File: config.mk
export PLATFORM = sky130hd
export DESIGN_NAME = result_drain_ctrl
export DESIGN_NICKNAME = d
export VERILOG_FILES = /design/src/rtl/matmul_pkg.sv /design/src/rtl/result_skid_fifo.sv /design/src/rtl/result_drain_ctrl.sv
export SDC_FILE = /design/constraint.sdc
export NUM_CORES = 1
export LEC_CHECK = 0
export BUFFER_PORTS_ARGS = -buffer_cell sky130_fd_sc_hd__buf_2
export CAP_MARGIN = 30
export CORE_AREA = 5 5 128 82
export DETAILED_ROUTE_END_ITERATION = 10
export DIE_AREA = 0 0 133 87
export PLACE_DENSITY = 0.67
export SLEW_MARGIN = 40
export SYNTH_ARGS = -nofsm -noshare
export SYNTH_HDL_FRONTEND = slang
export SYNTH_SLANG_ARGS = --single-unit
File: constraint.sdc
create_clock -name clk -period 2.95 [get_ports clk]
set_input_delay 0.59 -clock clk [delete_from_list [all_inputs] [get_ports clk]]
set_output_delay 0.59 -clock clk [all_outputs]
set_load 0.02 [all_outputs]
File: src/rtl/matmul_pkg.sv
// Definitions shared by the matrix-multiply blocks: drain sequencer states and the
// default result word width.
package matmul_pkg;

   localparam int DATA_W_DEF = 32;

   typedef enum logic [1:0] {
      ST_IDLE  = 2'd0,
      ST_READ  = 2'd1,
      ST_FLUSH = 2'd2,
      ST_DONE  = 2'd3
   } drain_state_e;

endpackage

File: src/rtl/result_skid_fifo.sv
// Two-entry synchronous FIFO holding result words between the RAM read port and the
// output handshake; head_o is the oldest entry and count_o its occupancy.
module result_skid_fifo
   import matmul_pkg::*;
#(
   parameter int DATA_W = DATA_W_DEF
) (
   input  logic              clk,
   input  logic              rst_n,
   input  logic              push_i,
   input  logic              pop_i,
   input  logic [DATA_W-1:0] push_data_i,
   output logic [DATA_W-1:0] head_o,
   output logic [1:0]        count_o
);

   logic [DATA_W-1:0] mem_q [2];
   logic              wr_ptr_q;
   logic              rd_ptr_q;
   logic [1:0]        count_q;
   logic              push_ok;
   logic              pop_ok;

   assign pop_ok  = pop_i && (count_q != 2'd0);
   // A full FIFO still takes a push when the head leaves in the same cycle.
   assign push_ok = push_i && ((count_q != 2'd2) || pop_ok);

   always_ff @(posedge clk or negedge rst_n) begin
      if (!rst_n) begin
         for (int e = 0; e < 2; e++) begin
            mem_q[e] <= '0;
         end
         wr_ptr_q <= 1'b0;
         rd_ptr_q <= 1'b0;
         count_q  <= 2'd0;
      end else begin
         if (push_ok) begin
            mem_q[wr_ptr_q] <= push_data_i;
         end
         wr_ptr_q <= wr_ptr_q ^ push_ok;
         rd_ptr_q <= rd_ptr_q ^ pop_ok;
         count_q  <= count_q + {1'b0, push_ok} - {1'b0, pop_ok};
      end
   end

   assign head_o  = mem_q[rd_ptr_q];
   assign count_o = count_q;

endmodule

File: src/rtl/result_drain_ctrl.sv
// Drains the N x N result RAM in row-major order onto a valid/ready stream with
// row/col tags, a last-beat flag and a done pulse.
module result_drain_ctrl
   import matmul_pkg::*;
#(
   parameter int N      = 8,
   parameter int DATA_W = DATA_W_DEF,
   parameter int IDX_W  = $clog2(N),
   parameter int ADDR_W = $clog2(N*N)
) (
   input  logic              clk,
   input  logic              rst_n,
   input  logic              start,
   output logic              busy,
   output logic              done,
   output logic              mem_rd_en,
   output logic [ADDR_W-1:0] mem_addr,
   input  logic [DATA_W-1:0] mem_rd_data,
   output logic              out_valid,
   input  logic              out_ready,
   output logic [DATA_W-1:0] out_data,
   output logic [IDX_W-1:0]  out_row,
   output logic [IDX_W-1:0]  out_col,
   output logic              out_last
);

   localparam logic [ADDR_W-1:0] LAST_ADDR = ADDR_W'(N*N-1);
   localparam logic [IDX_W-1:0]  LAST_IDX  = IDX_W'(N-1);

   drain_state_e      state_q, state_d;
   logic [ADDR_W-1:0] addr_q, addr_d;
   logic [IDX_W-1:0]  row_q, row_d;
   logic [IDX_W-1:0]  col_q, col_d;
   logic              inflight_q;

   logic [1:0]        fifo_count;
   logic [1:0]        occ_after;
   logic [DATA_W-1:0] fifo_head;
   logic              pop;
   logic              rd_issue;
   logic              last_beat;

   assign out_valid = (fifo_count != 2'd0);
   assign pop       = out_valid && out_ready;
   assign last_beat = (row_q == LAST_IDX) && (col_q == LAST_IDX);

   // Buffered words plus the read in flight, minus the word leaving now, must stay
   // below the FIFO depth for another read to be safe.
   assign occ_after = fifo_count + {1'b0, inflight_q} - {1'b0, pop};
   assign rd_issue  = (state_q == ST_READ) && (occ_after < 2'd2);

   result_skid_fifo #(
      .DATA_W (DATA_W)
   ) u_fifo (
      .clk         (clk),
      .rst_n       (rst_n),
      .push_i      (inflight_q),
      .pop_i       (pop),
      .push_data_i (mem_rd_data),
      .head_o      (fifo_head),
      .count_o     (fifo_count)
   );

   always_comb begin
      state_d = state_q;
      addr_d  = addr_q;
      row_d   = row_q;
      col_d   = col_q;

      if (pop) begin
         if (last_beat) begin
            row_d = '0;
            col_d = '0;
         end else if (col_q == LAST_IDX) begin
            row_d = row_q + IDX_W'(1);
            col_d = '0;
         end else begin
            col_d = col_q + IDX_W'(1);
         end
      end

      case (state_q)
         ST_IDLE: begin
            if (start) begin
               state_d = ST_READ;
               addr_d  = '0;
               row_d   = '0;
               col_d   = '0;
            end
         end
         ST_READ: begin
            if (rd_issue) begin
               addr_d = addr_q + ADDR_W'(1);
               if (addr_q == LAST_ADDR) begin
                  state_d = ST_FLUSH;
               end
            end
         end
         ST_FLUSH: begin
            if (pop && last_beat) begin
               state_d = ST_DONE;
            end
         end
         ST_DONE: begin
            state_d = ST_IDLE;
         end
         default: begin
            state_d = ST_IDLE;
         end
      endcase
   end

   always_ff @(posedge clk or negedge rst_n) begin
      if (!rst_n) begin
         state_q    <= ST_IDLE;
         addr_q     <= '0;
         row_q      <= '0;
         col_q      <= '0;
         inflight_q <= 1'b0;
      end else begin
         state_q    <= state_d;
         addr_q     <= addr_d;
         row_q      <= row_d;
         col_q      <= col_d;
         inflight_q <= rd_issue;
      end
   end

   assign busy      = (state_q == ST_READ) || (state_q == ST_FLUSH);
   assign done      = (state_q == ST_DONE);
   assign mem_rd_en = rd_issue;
   assign mem_addr  = addr_q;
   assign out_data  = fifo_head;
   assign out_row   = row_q;
   assign out_col   = col_q;
   assign out_last  = out_valid && last_beat;

endmodule
; ---- Word-level counts from Yosys, hierarchy flattened
; Index checks and enable logic that the tools add are counted.
[totals]
in_bits = 36
elab_cells = 75
regBits = 83
out_inout_bits = 49
[op_classes]
n_eq_ne = 11
bitwise = 4
n_addsub = 7
mux = 24
n_lt_le_gt_ge = 4
reduce_logical = 15
[ops]
columns = op, count
row1 = $mux 32, 4
row2 = $bwmux 64, 1
row3 = $demux 32 s1, 1
row4 = $mux 3, 10
row5 = $mux 6, 2
row6 = $pmux 6 s2, 1
row7 = $ne 2x2->1 const B, 5
row8 = $logic_and 1x1->1, 8
row9 = $mux 2, 4
row10 = $pmux 2 s4, 1
row11 = $add 3x1->3 const B, 2
row12 = $add 6x1->6 const B, 1
row13 = $eq 3x3->1 const B, 2
row14 = $eq 6x6->1 const B, 1
row15 = $add 2x1->2, 2
row16 = $eq 2x2->1 const B, 2
row17 = $ge 2x2->1 const B, 2
row18 = $not 1->2, 2
row19 = $reduce_and 4->1, 1
row20 = $reduce_bool 2->1, 2
row21 = $sub 2x1->2, 2
row22 = $reduce_and 3->1, 1
row23 = $eq 2x1->1 const B, 1
row24 = $logic_not 2->1, 1
row25 = other kinds (4), 6

; ---- Logic depth before layout (Yosys ltp)
[depth]
ltp_word = 7
depth_mapped = 8
ltp_nobuf = 7

; ---- Hierarchy
; From an unflattened synthesis, not the netlist that was laid out.
[hier_totals]
hier_cells = 279
hier_area_um2 = 4386.7
[by_module_without_submodules]
columns = mod, n_inst, seq_area_each_um2, cells_each, area_per_inst_um2
row1 = result_skid_fifo, 1, 1701.6, 190, 3445.8
row2 = result_drain_ctrl, 1, 375.4, 89, 940.9

; ---- Least setup slack after synthesis
; OpenSTA, ideal clock, no wires.
[synth_timing]
path_kind = input-to-output
start = in out_ready
end = out mem_rd_en
stages = 7
t_arrival_ps = 1925
setup_slack_ps = 435
path_buffers = 1
required_ps = 2360
cell_sequence = o21ai_1 -> inv_1 -> ha_1 -> xor2_1 -> xnor2_2 -> buf_6 -> and2_2
[synth_via]
elab_chain_len = 4
[synth_lines]
columns = item, line_no
row1 = "start, declared", result_drain_ctrl.sv:20  ; input logic out_ready,
row2 = $logic_and 1x1->1, result_drain_ctrl.sv:44  ; assign pop = out_valid && out_ready;
row3 = $sub 2x1->2, result_drain_ctrl.sv:49  ; assign occ_after = fifo_count + {1'b0, inflight_q} - {1'b0, pop};
row4 = $lt 2x2->1, result_drain_ctrl.sv:50  ; assign rd_issue = (state_q == ST_READ) && (occ_after < 2'd2);
row5 = $logic_and 1x1->1, result_drain_ctrl.sv:50
row6 = "end, declared", result_drain_ctrl.sv:16  ; output logic mem_rd_en,
; No other way between the ends.

; ---- Worst setup path in the final report
[layout_timing]
start = reg u_fifo.count_q[1], in the netlist u_fifo.count_o[1]
end = out mem_rd_en
[layout_via]
elab_chain_len = 5
elab_cells_between_ends = 6
classes_between = 2 x add/sub / 1 x order compare / 3 x reduce/logical
[layout_lines]
columns = item, line_no
row1 = "start, declared", result_skid_fifo.sv:20  ; logic [1:0] count_q;
row2 = "start signal, assigned", result_skid_fifo.sv:42  ; count_q <= count_q + {1'b0, push_ok} - {1'b0, pop_ok};
row3 = "parallel branches: the longest is 2 deep, another holds $add 2x1->2", -
row4 = $sub 2x1->2 *, result_drain_ctrl.sv:49
row5 = $lt 2x2->1 *, result_drain_ctrl.sv:50
row6 = $logic_and 1x1->1 *, result_drain_ctrl.sv:50
; Every way passes the cells marked *.

==> results.yml <==
cells_and_area:
  n_antenna_cell: 0
  fin_nets: 445
  area_growth_pct: 23.0
  layout_commonest_cell: "mux2_2"
  instances_no_fill: 519
  final_layout_size_suffix_gt1_share_pct: 53.1
  layout_common_cells: "96 x mux2_2, 83 x dfrtp_1, 83 x buf_2"
  final_util_pct: 52.6
synthesis:
  synth-seq-cells: 83
  synth.cell_area_um2: 4000
  synth_cell_types: 38
  synthesis.nets: 357
  syn_inst: 306
  avgSynthCellArea_um2: 13.1
  synth_warnings: 0
  seq_area_frac_synth_pct: 51.9
run_status:
  status: "finished clean"
worst_setup_path:
  crit_chain: "o21ai_1 > inv_1 > ha_1 > nor2b_1 > xnor2_2 > and2_2 > buf_2"
  start_kind: "flop"
  cpPeakStageDelay_ns: 0.45
  crit_path_top_delay_cell: "dfrtp_1"
  cp_max_fo: 6
  ff2ff_path_depth: 8
  reg2reg_to: "mem_addr[1]$_DFFE_PN0P_"
  worstPathRequired_ns: 2.36
  path_class: "reg -> out"
  reg2reg_from: "u_fifo.count_o[1]$_DFF_PN0_"
  end_kind: "output port"
  crit_arrival_ns: 1.96
  ff2ff_setup_slack_ns: 0.98
grt:
  antenna_found_initial: 0
  overflow: 0
  grt_pass1_wl_mm: 14.1
  grt_max_degree: 48
  grt_use_total_pct: 15.3
  grt_pass1_vias: 2910
pwr:
  power.leakage_nw: 2.35
  ir_drop_v: 0.000548
  powerDensity_nw_per_um2: 1200
  power.total_mw: 5.93
detailed_routing:
  wl_met1_mm: 4.00
  avgViaCountPerCell: 5.17
  dr_wl_met3_um: 425
  routedWlPerCell_um: 16.0
  vias: 2684
  dr.first_iter.drc_count: 127
  drc_errors: 0
  dr.pass1.iters: 4
  top_layer_used: "met4"
  drt-total-wl_mm: 8.32
  met2_length_mm: 3.78
  final_antenna_net_count: 0
floorplan:
  core_area_um2: 9350
  fp.dieH_um: 87
  fp.dieArea_um2: 11600
  pin_count: 85
  die_x_um: 133
  num_rows: 28
  initial_core_util_pct: 42.8
min_path:
  min-delay-path-class: "in -> async"
clock_tree:
  cts_tree: "done"
  clock_latency_ns: 0.33
  cts_root_buf: "clkbuf_16"
  cts_max_level: 3
  postCtsHoldBufs: 0
  clkTransAtPathRegs_ns: 0.06
  ctsLongestPathBuffers: 2
  post_cts_buffers: 0
  cts_resized: 0
  clock-sinks: 83
  cts_buffers: 9
sta:
  final_max_slew_viol_count: 0
  slew_headroom_pct: 65.2
  finalSetupTns_ns: 0
  timing.final.crit_share_pct: 86.4
  fin_crit_ns: 2.55
  hold_viol: 0
  setup_viol: 0
  finClkSkew_ns: 0.00600
  rsz0062_at_grt: "false"
  hold_ws_ns: 0.218
  worstMarginPinSlew_ns: 0.508
  max_freq_mhz: 392
flow_run:
  drv_cap: 0
placed_design:
  dp_hpwl_mm: 5.88
  dp.cells: 503
  numPortBuffers: 84
  place_congestion: 0.793
==> how the worst max path moves through the flow <==
stage / start / end / slack [ns] / cells after the start
finish: u_fifo.count_o[1]$_DFF_PN0_ / mem_rd_en / 0.40 / 7
floorplan: out_ready / mem_rd_en / 0.44 / 7
detailed placement: out_ready / mem_rd_en / 0.58 / 8
CTS: u_fifo.count_o[1]$_DFF_PN0_ / mem_rd_en / 0.38 / 7
global placement: out_ready / mem_rd_en / 0.59 / 8
global route: u_fifo.count_o[1]$_DFF_PN0_ / mem_rd_en / 0.25 / 7
==> cells in the mapped netlist <==
master	count	area (µm²)
mux2_2	96	1080
a41oi_2	1	16.3
nand2_1	11	41.3
xnor2_2	1	16.3
a32oi_1	1	8.76
and3_1	2	12.5
nand4_1	3	18.8
a211o_2	2	20.0
nor4b_1	1	8.76
xor2_1	1	8.76
o2111ai_1	1	8.76
buf_6	1	11.3
nand3_1	6	30.0
and3_2	1	7.51
a21oi_1	10	50.1
and2_2	1	7.51
ha_1	15	188
a21o_1	3	22.5
or2_2	2	12.5
mux2i_1	4	40.0
a31oi_1	2	12.5
and2_1	5	31.3
nand3b_1	2	15.0
and4_1	2	17.5
o21ai_0	1	5.00
nor3b_1	2	15.0
nor3_1	4	20.0
o21ai_1	2	10.0
clkbuf_1	7	26.3
nor2b_1	3	18.8
dfrtp_1	83	2080
inv_1	10	37.5
xnor2_1	3	26.3
a21boi_0	1	7.51
nand4b_1	1	8.76
buf_1	7	26.3
nor2_1	6	22.5
nand2b_1	2	12.5
==> cell families (layout without fill, tap and decap cells) <==
kind of cell | Yosys count | after routing | synth area share (%)
AO/OA/AOI/OAI | 24 | 24 | 4.04
XOR/XNOR | 5 | 5 | 1.28
adder cells (fa/ha/maj) | 15 | 15 | 4.69
buffers and inverters | 25 | 118 | 2.53
flip-flops | 83 | 83 | 51.9
multiplexers | 100 | 100 | 28.0
AND/OR/NAND/NOR | 54 | 54 | 7.51
==> stage by stage <==
stage	setup WS (ns)	instance area, µm²
after detailed placement	0.579	4610
after global placement	0.593	4610
final	0.401	4920
after CTS	0.382	4920
after global routing	0.250	4920
after floorplan	0.435	4000
==> final cells by class <==
| type | instances | area, µm² |
|---|---|---|
| repair buffers | 92 | 520 |
| clock buffers | 12 | 267 |
| flip-flops and latches | 83 | 2080 |
| well taps | 120 | 150 |
| fillers | 816 | 4430 |
| clock inverters | 4 | 47.5 |
| inverters | 10 | 37.5 |
| multi-input cells | 198 | 1820 |
==> registers in the layout, summed over array words and instances, names as in the netlist <==
signal / cells
inflight_q: 1
out_col: 3
out_row: 3
u_fifo.rd_ptr_q: 1
state_q: 2
u_fifo.count_o: 2
mem_addr: 6
u_fifo.wr_ptr_q: 1
u_fifo.mem_q: 64
==> critical path, delay by kind of cell (launching register included) <==
family | cells | cell delay, ns
buffers and inverters | 2 | 0.22
XOR/XNOR | 1 | 0.14
AND/OR/NAND/NOR | 2 | 0.35
AO/OA/AOI/OAI | 1 | 0.21
adder cells (fa/ha/maj) | 1 | 0.26
flip-flops | 1 | 0.45
==> report_power, final <==
group          switching (mW)  internal [mW]  leakage (nW)
Combinational            1.48           1.32          1.18
Sequential              0.299           1.68          1.01
Clock                   0.425          0.721         0.155
==> metal layers <==
layer | GRT usage [%] | vias to the layer above
li1 | - | 1268
met1 | 19.7 | 1330
met2 | 24.3 | 76
met3 | 4.68 | 10
met4 | 5.94 | 0
met5 | 0 | -
Note: power is estimated with default switching activity, not from simulation.
